`config.mk`:
```
export PLATFORM = sky130hd
export DESIGN_NAME = pip_regfile_flat
export DESIGN_NICKNAME = d
export VERILOG_FILES = /design/src/rtl/pip_regfile_if.sv /design/src/rtl/pip_regfile.sv /design/src/flat_wrapper.sv
export SDC_FILE = /design/constraint.sdc
export NUM_CORES = 2
export LEC_CHECK = 0
export ABC_AREA = 0
export BUFFER_PORTS_ARGS = -buffer_cell sky130_fd_sc_hd__buf_4
export CAP_MARGIN = 30
export CORE_MARGIN = 2
export CORE_UTILIZATION = 55
export DETAILED_ROUTE_END_ITERATION = 16
export GPL_TIMING_DRIVEN = 0
export PLACE_DENSITY_LB_ADDON = 0.08
export SYNTH_ARGS = -nofsm -noshare
export SYNTH_HDL_FRONTEND = slang
export SYNTH_SLANG_ARGS = --single-unit
export TNS_END_PERCENT = 50
```
`constraint.sdc`:
```
create_clock -name clk -period 6.1 [get_ports clk]
set_input_delay 0.305 -clock clk [delete_from_list [all_inputs] [get_ports clk]]
set_output_delay 0.305 -clock clk [all_outputs]
set_load 0.02 [all_outputs]
```
`src/rtl/pip_regfile_if.sv`:
```
// pip_regfile_if: writeback/read bus for pip_regfile.
// slave modport is the register file; master modport is the pipeline side.
// Ports: wb_data/wb_ad/wb_en (MEM/WB writeback), rs1_ad/rs2_ad (ID read addresses),
//        rs1_data/rs2_data (combinational read data), wb_count (commits since reset).
interface pip_regfile_if #(parameter int XLEN = 32);
  logic [XLEN-1:0] wb_data;
  logic [4:0]      wb_ad;
  logic            wb_en;
  logic [4:0]      rs1_ad;
  logic [4:0]      rs2_ad;
  logic [XLEN-1:0] rs1_data;
  logic [XLEN-1:0] rs2_data;
  logic [31:0]     wb_count;
  modport slave (input wb_data, wb_ad, wb_en, rs1_ad, rs2_ad, output rs1_data, rs2_data, wb_count);
  modport master (output wb_data, wb_ad, wb_en, rs1_ad, rs2_ad, input rs1_data, rs2_data, wb_count);
endinterface

```
`src/rtl/pip_regfile.sv`:
```
// pip_regfile: x1..x31 register file, one write port, two combinational read ports with optional write bypass.
// Ports: clk, rst (sync, active-high), bus (pip_regfile_if.slave: writeback in, read addresses in, read data and commit count out).
module pip_regfile #(
  parameter int XLEN   = 32,
  parameter bit BYPASS = 1'b1
) (
  input logic          clk,
  input logic          rst,
  pip_regfile_if.slave bus
);
  logic [XLEN-1:0] regs_q [1:31];
  logic [31:0]     wb_count_q, wb_count_d;
  logic            commit;
  logic            byp1, byp2;
  always_comb begin
    commit     = bus.wb_en && bus.wb_ad != 5'd0;
    wb_count_d = commit ? wb_count_q + 32'd1 : wb_count_q;
    // x0 is checked first so a write to x0 can never leak through the bypass
    byp1       = BYPASS && bus.wb_en && bus.wb_ad == bus.rs1_ad;
    byp2       = BYPASS && bus.wb_en && bus.wb_ad == bus.rs2_ad;
    bus.rs1_data = bus.rs1_ad == 5'd0 ? '0 : byp1 ? bus.wb_data : regs_q[bus.rs1_ad];
    bus.rs2_data = bus.rs2_ad == 5'd0 ? '0 : byp2 ? bus.wb_data : regs_q[bus.rs2_ad];
    bus.wb_count = wb_count_q;
  end
  always_ff @(posedge clk) begin
    if (rst) begin
      for (int i = 1; i < 32; i++) regs_q[i] <= '0;
      wb_count_q <= '0;
    end else begin
      if (commit) regs_q[bus.wb_ad] <= bus.wb_data;
      wb_count_q <= wb_count_d;
    end
  end
endmodule

```
`src/flat_wrapper.sv`:
```
// flat-port wrapper written by rule: the top's interface ports become plain ports
module pip_regfile_flat 
#(
  parameter int XLEN   = 32,
  parameter bit BYPASS = 1'b1
)
  (clk, rst, bus_wb_data, bus_wb_ad, bus_wb_en, bus_rs1_ad, bus_rs2_ad, bus_rs1_data, bus_rs2_data, bus_wb_count);
  pip_regfile_if #(.XLEN(XLEN)) bus_i ();
  input logic clk;
  input logic rst;
  input wire logic [$bits(bus_i.wb_data)-1:0] bus_wb_data;
  input wire logic [$bits(bus_i.wb_ad)-1:0] bus_wb_ad;
  input wire logic [$bits(bus_i.wb_en)-1:0] bus_wb_en;
  input wire logic [$bits(bus_i.rs1_ad)-1:0] bus_rs1_ad;
  input wire logic [$bits(bus_i.rs2_ad)-1:0] bus_rs2_ad;
  output wire logic [$bits(bus_i.rs1_data)-1:0] bus_rs1_data;
  output wire logic [$bits(bus_i.rs2_data)-1:0] bus_rs2_data;
  output wire logic [$bits(bus_i.wb_count)-1:0] bus_wb_count;
  assign bus_i.wb_data = bus_wb_data;
  assign bus_i.wb_ad = bus_wb_ad;
  assign bus_i.wb_en = bus_wb_en;
  assign bus_i.rs1_ad = bus_rs1_ad;
  assign bus_i.rs2_ad = bus_rs2_ad;
  assign bus_rs1_data = bus_i.rs1_data;
  assign bus_rs2_data = bus_i.rs2_data;
  assign bus_wb_count = bus_i.wb_count;
  pip_regfile #(.XLEN(XLEN), .BYPASS(BYPASS)) u_core (.clk(clk), .rst(rst), .bus(bus_i));
endmodule
```
==> flow_summary.yaml <==
global_route:
  grt_pass1_wl_um: 333500
  antenna_found_initial: 26
  grt_use_total_pct: 48.48
  grt_overflow_total: 0
  grt_max_degree: 27
  grt_pass1_vias: 39200
logic_synthesis:
  ys_ff_latch: 1056
  avgSynthCellArea_um2: 14.30
  async_reset_ff_share_pct: 0
  syn_inst: 3934
  seq_area_frac_synth_pct: 55.79
  netlist_area_um2: 56260
  synthFlopType: "edfxtp_1"
  yosys_warnings: 0
  synth_cell_types: 63
  synth_edf_count: 1024
setup_path:
  cp-start-kind: "primary input"
  cp-end-kind: "primary output"
  reg2reg_slack_ns: 3.70
  crit_family: "buffers and inverters"
  path_cells: "buf_2 > buf_2 > buf_2 > clkbuf_1 > nand2b_1 > o22ai_1 > nor2_1 > o21ai_0 > nor2_1 > buf_4"
  max_stage_delay_ns: 0.77
  crit_path_frequent_cell: "buf_2"
  worstPathArrival_ns: 4.77
  path_buf_inv: 5
  critPathRequiredTime_ns: 5.79
  cp_max_fo: 11
  worst-setup-path-type: "in -> out"
  slowest_stage: "clkbuf_1"
placement:
  port_buffers: 135
  gp_congestion: 1.040
  detailed_place_hpwl_um: 178900
  placed_cells: 5549
floorplan:
  die_area_um2: 104900
  start_util_pct: 55.38
  rows: 117
  die_y_um: 323.8
  die_w_um: 323.8
  core_area_um2: 101600
  io_pins: 146
cells_and_area:
  mostFrequentLayoutCells: "edfxtp_1, and2_1, mux4_2"
  seqCellArea_um2: 31390
  fillCellCount: 7803
  stdcell_count: 5802
  multi_input_area_um2: 23170
  drive_gt1_share_pct: 22.60
  mostFrequentLayoutCell: "edfxtp_1"
  syn_to_final_growth_pct: 14.31
  fin_nets: 4381
drt:
  wl_met1_um: 85510
  ant_nets: 0
  drtIter0Drc: 8932
  totalWireLength_um: 253500
  firstDrtPassIters: 6
  via_per_inst: 7.355
  highest_layer: "met5"
  drc: 0
  route.met3.wl_um: 47510
  met2_wirelength_um: 100700
  routedWlPerCell_um: 43.70
  via_count: 42680
clock_tree:
  cts_sinks: 1056
  clk_pin_slew_ns: 0.06
  cts_max_path_buffers: 3
  ctsRootBufferMaster: "clkbuf_16"
  cts_setup_buffers: 0
  cts_buffers: 112
  insertion_delay_ns: 0.74
  cts_max_level: 3
  cts_tree: "built"
sta:
  skew_ns: 0.003504
  setup_violations: 0
  min_period_ns: 5.074
  max_freq_mhz: 197.1
  setup_tns_ns: 0
  finalHoldViolCount: 0
  rsz0062_at_grt: "no"
  relSlewSlack_pct: 18.66
  tightest_slew_ns: 1.205
  slew_viol_final: 0
  min_period_over_period_pct: 83.18
power:
  ir_drop_mv: 0.2076
  p_sw_w: 0.005070
  combPwrFrac_pct: 15.5
  internal-power_w: 0.01291
  p_leak_nw: 22.36
  clockPowerShare_pct: 37.0
  cellPowerDensity_nw_per_um2: 279.5
  switching_share_pct: 28.20
  power_w: 0.01798
  seq_power_share_pct: 47.5
worst_hold_path:
  min_path_type: "in -> reg"
outcome:
  run_status: "finished clean"
job:
  drv_cap: 0
==> cell type report <==
class,instances,share of cell area [%]
Antenna cell,14,0.05447
Buffer,411,2.788
Clock buffer,136,4.578
Clock inverter,68,0.7198
Inverter,16,0.09338
Multi-Input combinational cell,2482,36.02
Sequential cell,1056,48.81
Tap cell,1368,2.661
Timing Repair Buffer,251,4.276
==> cell families (layout without fill, tap and decap cells) <==
kind of cell / Yosys count / after routing / share of synthesized area (%)
AOI/OAI and AO/OA: 469 / 469 / 5.691
xor gates and xnor gates: 26 / 26 / 0.4048
adders and majority gates: 1 / 1 / 0.02224
buffers and inverters: 427 / 882 / 3.254
DFF: 1056 / 1056 / 55.79
muxes: 570 / 570 / 20.38
other: 1 / 46 / 0.006665
and+or+nand+nor: 1384 / 1384 / 14.44
==> power groups by stage <==
stage          sequential, W  combinational [W]  clock [W]
3_5_place_dp         0.00867            0.00259          0
2_1_floorplan        0.00860            0.00137          0
5_1_grt              0.00857            0.00276    0.00681
6_report             0.00854            0.00280    0.00664
3_3_place_gp         0.00866            0.00249          0
4_1_cts              0.00852            0.00262    0.00655
==> per-stage QoR <==
| stage | cell area, um2 | hold slack (ns) | setup slack [ns] | utilization [%] |
|---|---|---|---|---|
| floorplan | 56380 | 0.4039 | 3.668 | - |
| global placement | 59100 | 0.4811 | 0.6728 | 58.17 |
| detailed placement | 60510 | 0.4879 | 0.9388 | 59.56 |
| CTS | 64250 | 0.002153 | 0.9351 | 63.24 |
| global route | 64280 | 0.07345 | 1.302 | 63.27 |
| finish | 64310 | 0.03203 | 1.026 | 63.30 |
==> routing by layer <==
layer | up-vias | GRT usage [%]
met3 | 968 | 24.71
met1 | 21340 | 62.93
met5 | - | 0.8333
met2 | 4444 | 64.37
met4 | 30 | 29.57
li1 | 15890 | -
==> worst register-to-register path: cells and delay by family (launching register included) <==
| kind | cells | cell delay (ns) |
|---|---|---|
| flip-flops | 1 | 0.41 |
| multiplexers | 1 | 0.33 |
| AND/OR/NAND/NOR | 4 | 1.56 |
==> state kept, by name, indices dropped and copies added (netlist names) <==
name                 cells
u_core.bus.wb_count     32
u_core.regs_q         1024
==> path summary, 6_finish.rpt <==
kind / startpoint / cells after the start / end
worst min-delay path: bus_wb_en / 4 / u_core.bus.wb_count[2]
worst max register to register: u_core.bus.wb_count[4] / 5 / u_core.bus.wb_count[27]
worst min register to register: u_core.bus.wb_count[22] / 2 / u_core.bus.wb_count[22]
worst max-delay path: bus_rs1_ad[1] / 10 / bus_rs1_data[14]
==> cell usage after synthesis (18+ instances only) <==
master    instances  area (um2)
o22ai_1         125       782.0
a221oi_1         39       341.6
dfxtp_1          32       640.6
a221o_1          20       200.2
xnor2_1          24       210.2
edfxtp_1       1024       30750
or2_2            43       269.0
clkbuf_1        302        1134
mux4_2          460       10360
buf_1            18       67.56
buf_2            53       265.3
mux2i_1         104        1041
nor2_1          160       600.6
nand2_1          65       244.0
a21oi_1          31       155.2
and2_1          996        6231
a22oi_1         112       840.8
buf_4            33       247.7
nand3_1          20       100.1
o21ai_0          84       420.4
==> timing repair <==
action | CTS | global route
hold buffers | 33 | 0
gates resized for setup | 0 | 0
endpoints found under the hold margin | 68 | 0
Note: power is estimated with default switching activity, not from simulation.
